`src/rtl/yc_chroma_timing.sv`:
```
// yc_chroma_timing: chroma subcarrier phase, colorburst window and PAL
// line-alternation generator for the Y/C encoder. Runs every video clock.
//
// Ports:
//   clk, reset_n      video clock, asynchronous active-low reset
//   hsync, vsync      sync inputs, active high
//   hblank            horizontal blank, active high
//   pal               0 = NTSC, 1 = PAL (shadowed at vsync rise)
//   phase_inc         subcarrier phase increment per clk (shadowed)
//   burst_range       {start[26:20], ntsc_end[19:10], pal_end[9:0]} (shadowed)
//   carrier_phase     subcarrier phase, top PHASE_W bits of the accumulator
//   burst_phase       carrier_phase plus standard-dependent burst offset
//   burst_en          inside the colorburst window
//   chroma_en         active video, chroma allowed
//   pal_alt           PAL V-switch state for the current line
//
// Pipeline: inputs are registered once for edge detection / line state,
// then every output is registered from that state, so all outputs share a
// 2-clk latency and stay mutually aligned.
module yc_chroma_timing #(
  parameter int unsigned ACC_W   = 40,
  parameter int unsigned PHASE_W = 8,
  parameter int unsigned CNT_W   = 10
) (
  input  logic               clk,
  input  logic               reset_n,
  input  logic               hsync,
  input  logic               vsync,
  input  logic               hblank,
  input  logic               pal,
  input  logic [ACC_W-1:0]   phase_inc,
  input  logic [26:0]        burst_range,
  output logic [PHASE_W-1:0] carrier_phase,
  output logic [PHASE_W-1:0] burst_phase,
  output logic               burst_en,
  output logic               chroma_en,
  output logic               pal_alt
);

  localparam int unsigned RANGE_W = 27;
  localparam logic [CNT_W-1:0] CNT_MAX = '1;

  // Burst offsets as fractions of a full turn: 1/2 (180), 5/8 (225), 3/8 (135).
  localparam logic [PHASE_W-1:0] OFF_NTSC  = PHASE_W'(2 ** (PHASE_W - 1));
  localparam logic [PHASE_W-1:0] OFF_PAL_A = PHASE_W'(5 * (2 ** (PHASE_W - 3)));
  localparam logic [PHASE_W-1:0] OFF_PAL_B = PHASE_W'(3 * (2 ** (PHASE_W - 3)));

  // Edge-detect / line-state registers
  logic               hsync_q;
  logic               vsync_q;
  logic               hblank_q;
  logic               loaded;
  logic [ACC_W-1:0]   shadow_inc;
  logic [RANGE_W-1:0] shadow_range;
  logic               shadow_pal;
  logic [ACC_W-1:0]   acc;
  logic [CNT_W-1:0]   cnt;
  logic               alt_q;

  // Combinational decode of the registered state
  logic               hs_fall;
  logic               vs_rise;
  logic               capture;
  logic [CNT_W-1:0]   burst_start;
  logic [CNT_W-1:0]   burst_end;
  logic               burst_nxt;
  logic [PHASE_W-1:0] carrier_nxt;
  logic [PHASE_W-1:0] burst_off;

  // Edge detection against the once-registered syncs
  always_comb begin
    hs_fall = hsync_q & ~hsync;
    vs_rise = vsync & ~vsync_q;
    // Shadows follow the inputs until the first vsync rise has latched them.
    capture = vs_rise | ~loaded;
  end

  // Output decode from the line state
  always_comb begin
    burst_start = CNT_W'(shadow_range[26:20]);
    burst_end   = shadow_pal ? CNT_W'(shadow_range[9:0]) : CNT_W'(shadow_range[19:10]);
    // An end at or before start yields an empty window by construction.
    burst_nxt   = ~hsync_q & (cnt >= burst_start) & (cnt < burst_end);
    carrier_nxt = acc[ACC_W-1 -: PHASE_W];
    burst_off   = OFF_NTSC;
    if (shadow_pal) begin
      burst_off = alt_q ? OFF_PAL_A : OFF_PAL_B;
    end
  end

  // Line state: syncs, shadows, accumulator, line counter, PAL switch
  always_ff @(posedge clk or negedge reset_n) begin
    if (!reset_n) begin
      hsync_q      <= 1'b0;
      vsync_q      <= 1'b0;
      hblank_q     <= 1'b0;
      loaded       <= 1'b0;
      shadow_inc   <= '0;
      shadow_range <= '0;
      shadow_pal   <= 1'b0;
      acc          <= '0;
      cnt          <= '0;
      alt_q        <= 1'b0;
    end else begin
      hsync_q  <= hsync;
      vsync_q  <= vsync;
      hblank_q <= hblank;

      if (capture) begin
        shadow_inc   <= phase_inc;
        shadow_range <= burst_range;
        shadow_pal   <= pal;
      end
      if (vs_rise) begin
        loaded <= 1'b1;
      end

      acc <= acc + shadow_inc;

      // Saturating counter so an overlong line cannot re-open the burst window.
      if (hsync || hs_fall) begin
        cnt <= '0;
      end else if (cnt != CNT_MAX) begin
        cnt <= cnt + CNT_W'(1);
      end

      // vsync clear takes priority over a coincident hsync toggle.
      if (vs_rise || !shadow_pal) begin
        alt_q <= 1'b0;
      end else if (hs_fall) begin
        alt_q <= ~alt_q;
      end
    end
  end

  // Output register stage
  always_ff @(posedge clk or negedge reset_n) begin
    if (!reset_n) begin
      carrier_phase <= '0;
      burst_phase   <= '0;
      burst_en      <= 1'b0;
      chroma_en     <= 1'b0;
      pal_alt       <= 1'b0;
    end else begin
      carrier_phase <= carrier_nxt;
      burst_phase   <= carrier_nxt + burst_off;
      burst_en      <= burst_nxt;
      chroma_en     <= ~hblank_q & ~vsync_q & ~burst_nxt;
      pal_alt       <= alt_q;
    end
  end

endmodule

```
`config.mk`:
```
export PLATFORM = sky130hd
export DESIGN_NAME = yc_chroma_timing
export DESIGN_NICKNAME = d
export VERILOG_FILES = /design/src/rtl/yc_chroma_timing.sv
export SDC_FILE = /design/constraint.sdc
export NUM_CORES = 1
export LEC_CHECK = 0
export ABC_AREA = 1
export CAP_MARGIN = 10
export CORE_MARGIN = 5
export CORE_UTILIZATION = 53
export CTS_BUF_LIST = sky130_fd_sc_hd__clkbuf_8
export DETAILED_ROUTE_END_ITERATION = 8
export PLACE_DENSITY = 0.84
export SYNTH_ARGS = -nofsm -noshare
export SYNTH_HDL_FRONTEND = slang
export SYNTH_SLANG_ARGS = --single-unit
```
`constraint.sdc`:
```
create_clock -name clk -period 1.9 [get_ports clk]
set_input_delay 0.38 -clock clk [delete_from_list [all_inputs] [get_ports clk]]
set_output_delay 0.38 -clock clk [all_outputs]
set_load 0.005 [all_outputs]
```
==> summary by stage <==
Power and ir drop
The leakage power figure is 0.00514 uW. The total power is 15,400 uW. The power per cell area is 1490 nW/um^2. The worst voltage drop across the vdd grid is 0.00106 V.

GRT
The global-route congestion overflow total is 0. In the global route stage, overall resource usage came out at 0.227. Entering global routing, the biggest net connects 44 pins. The global-route wire length before repair is 32.3 mm. The initial antenna violation count was 0. The number of global-route vias before repair came to 6,850.

Finish
Leaving out fill and tap cells, the most frequent cells in the layout are 278 x sky130_fd_sc_hd__nand2_1, 164 x sky130_fd_sc_hd__inv_1, 136 x sky130_fd_sc_hd__dfrtp_1. For this run, the share of the core covered by cells in the final layout is 0.684. Registers take 3430 um^2.

The most common library cell in the layout ignoring fill and taps is sky130_fd_sc_hd__nand2_1. Of the cells placed in the final design, the portion with a size suffix greater than 1 is 0.201. The net count of the finished layout is 1,266. The layout filler cell count is 1,148. The synthesis-to-finish area growth is 27.4%. The repair_antennas step left the layout with diodes totalling 0.

The final design instance area without fill is 10,400 um^2. Summing all multi-input logic gate instances after layout gives 4450 um^2.

CTS
The number of buffers between clock root and the deepest sink is 2. The clock latency reported for the late side of the worst-skew pair is 0.48 ns. Clock tree synthesis found a total of 137 sinks.

CTS built an H-tree with a depth of 4. The clock-pin slew on the worst setup and hold paths is 0.08 ns. The cell sitting at the root of the clock tree is a sky130_fd_sc_hd__clkbuf_8. The CTS tree is built. The total CTS buffers is 17.

Worst setup path
The endpoint class of the critical path is a flip-flop. The logic depth of the worst register-to-register path is 8. The worst setup path is of the flip-flop to flip-flop kind. In this run the worst path has a maximum fanout of 4. For the worst setup path, the data arrival time is 2.19 ns. The required time of the worst setup path is 2.25 ns.

STA classifies the critical path startpoint as a flip-flop.

Routing
The post-detailed-route via-to-cell ratio is 5.24. After detailed routing, the average wire length per cell comes to 15.4 um. The detailed router finished its first iteration with 435 violations. The first detailed-routing pass took 5 iterations.

For this run, design rule violations remaining after detail routing come to 0. Once detail routing completed, the nets flagged for antenna violations numbered 0. The routed wire length is 20.5 mm. The via count is 7,002.

STA
The total count of max-transition violations in the final report is 0. Based on the critical path, the design can be clocked at up to 546 MHz. Between clock sinks in the finished design, the worst skew comes to 0.0157 ns. Setup violations remaining at the end of the flow were counted as 0. The final sum of negative setup slack is 0 ns.

In the finished design, the share of the clock period the worst path needs comes to 0.964. The final critical-path required period is 1.83 ns. Headroom to the max-slew limit came out at 0.746.

The number of hold-slack violations in the final timing report is 0. The slew at the pin closest to its max-slew limit is 0.377 ns. Setup repair after global routing could not meet its margin everywhere.

Die
The floorplan has 45 rows. The floorplan step defined a die boundary enclosing 17,900 um^2. The die is 134 um tall.

The initial core utilization is 0.537. The total area inside the core boundary comes to 15,100 um^2. The die width is 134 um.

The number of top-level design ports is 92.

Job
Max-cap violations in this run came to 0.

Synth
The synthesized netlist net count is 1,137. Dividing the synthesized area by the synthesized cell count gives 8.09 um^2. The netlist area before placement is 8130 um^2. The synthesized netlist contains 32 unique library cells. The post-synthesis sequential area ratio is 0.422. The post-synthesis register bit count is 137.

The number of instances in the synthesized netlist is 1,005. The Yosys step of the flow raised 0 warnings.

Place
Port buffering added 91 buffers. Once placement finished, the instance area stood at 9430 um^2. The placer congestion estimate is 0.961. Detailed placement finished with a half-perimeter wire length of 14.9 mm.

Min path
Along the worst hold path, the cell count comes to 1. The path class of the lowest-slack min-delay path is input pin to flip-flop.

Run status
The flow ran to the end, and the final reports show no timing, DRC or antenna violations.
-- logic make-up (layout without fill, tap and decap cells) --
family	count (synthesis)	count (layout)	synth area share
multiplexers	51	51	0.0706
AO/OA/AOI/OAI	107	107	0.0679
AND/OR/NAND/NOR	446	446	0.231
flip-flops	137	137	0.422
XOR/XNOR	26	26	0.0280
adder cells (fa/ha/maj)	59	59	0.0926
buffers and inverters	179	321	0.0877
-- sequential cells by signal (all words and copies together), names as in the netlist, 3 cells and up --
signal         flops
carrier_phase      3
acc               40
shadow_range      27
cnt               10
burst_phase        8
shadow_inc        40
-- power by group --
part           total (uW)  internal [uW]  switching, uW
logic                8680           3680           5000
registers            4300           3790            515
clock network        2420           1210           1220
total               15400           8670           6730
-- repair_timing --
item,in CTS,in global routing
pin swaps,4,18
gates resized for setup,10,94
hold buffers,1,0
setup endpoints to repair,9,26
hold endpoints to repair,38,0
setup buffers,1,9
-- Yosys cell counts --
cell / count / share of area
sky130_fd_sc_hd__o21ai_0: 50 / 0.031
sky130_fd_sc_hd__inv_1: 163 / 0.075
sky130_fd_sc_hd__nor3_1: 15 / 0.0092
sky130_fd_sc_hd__buf_6: 2 / 0.0028
sky130_fd_sc_hd__clkbuf_1: 3 / 0.0014
sky130_fd_sc_hd__o21bai_1: 1 / 0.00092
sky130_fd_sc_hd__mux2_2: 51 / 0.071
sky130_fd_sc_hd__nand2_2: 11 / 0.0085
sky130_fd_sc_hd__dfrtp_1: 137 / 0.42
sky130_fd_sc_hd__ha_1: 57 / 0.088
sky130_fd_sc_hd__nor2_1: 68 / 0.031
sky130_fd_sc_hd__nor2_4: 3 / 0.0042
sky130_fd_sc_hd__nor2_2: 5 / 0.0038
sky130_fd_sc_hd__a21oi_1: 47 / 0.029
sky130_fd_sc_hd__or2_4: 1 / 0.0011
sky130_fd_sc_hd__buf_2: 6 / 0.0037
sky130_fd_sc_hd__o21ai_1: 1 / 0.00061
sky130_fd_sc_hd__nand3b_1: 1 / 0.00092
sky130_fd_sc_hd__a2bb2oi_1: 1 / 0.0011
sky130_fd_sc_hd__a31oi_1: 6 / 0.0046
sky130_fd_sc_hd__o211ai_1: 1 / 0.00092
sky130_fd_sc_hd__xnor2_1: 7 / 0.0075
sky130_fd_sc_hd__fa_1: 2 / 0.0049
sky130_fd_sc_hd__or2_2: 1 / 0.00077
sky130_fd_sc_hd__xor2_1: 19 / 0.020
sky130_fd_sc_hd__nand3_2: 8 / 0.0098
sky130_fd_sc_hd__buf_4: 5 / 0.0046
sky130_fd_sc_hd__nand4_1: 4 / 0.0031
sky130_fd_sc_hd__nand3_1: 26 / 0.016
sky130_fd_sc_hd__nand2_1: 300 / 0.14
sky130_fd_sc_hd__nand4_4: 1 / 0.0026
sky130_fd_sc_hd__nand2b_1: 2 / 0.0015
-- area by class of cell --
class,count,share of cell area
Multi-Input combinational cell,689,0.429
Sequential cell,137,0.331
Timing Repair Buffer,126,0.120
Inverter,163,0.0591
Clock buffer,18,0.0239
Tap cell,188,0.0227
Clock inverter,14,0.0141
-- worst paths after layout --
kind / startpoint / endpoint / slack [ns]
max: shadow_inc[2] / acc[21] / 0.07
min: hblank / hblank_q / 0.36
max reg2reg: shadow_inc[2] / acc[21] / 0.07
min reg2reg: acc[35] / burst_phase[3] / 0.39
max in group asynchronous: reset_n / shadow_inc[1] / 0.90
min in group asynchronous: reset_n / shadow_range[23] / 0.38
-- worst max-delay path, cell delays in order, from the launching register on --
cell                      delay (ns)
sky130_fd_sc_hd__dfrtp_1        0.40
sky130_fd_sc_hd__ha_1           0.36
sky130_fd_sc_hd__nand2_1        0.12
sky130_fd_sc_hd__nand3_2        0.13
sky130_fd_sc_hd__nand2_1        0.08
sky130_fd_sc_hd__nand2_1        0.14
sky130_fd_sc_hd__nand2_1        0.12
sky130_fd_sc_hd__nand3_2        0.10
sky130_fd_sc_hd__xor2_1         0.27
-- through the flow --
stage | worst slack (ns) | hold slack (ns) | instances
2_1_floorplan | 0.0731 | 0.0844 | 1005
3_3_place_gp | -0.0160 | 0.317 | 1292
3_5_place_dp | -0.0868 | 0.320 | 1292
4_1_cts | 0.00352 | 0.339 | 1326
5_1_grt | -0.101 | 0.340 | 1335
6_report | 0.0686 | 0.358 | 1335
-- layer usage --
metal,global-route usage,wire [um]
met3,0.0533,1300
met1,0.303,9110
met4,0.0863,478
met5,0,0
met2,0.360,9610
No activity file was read; power rests on OpenSTA's default activity.
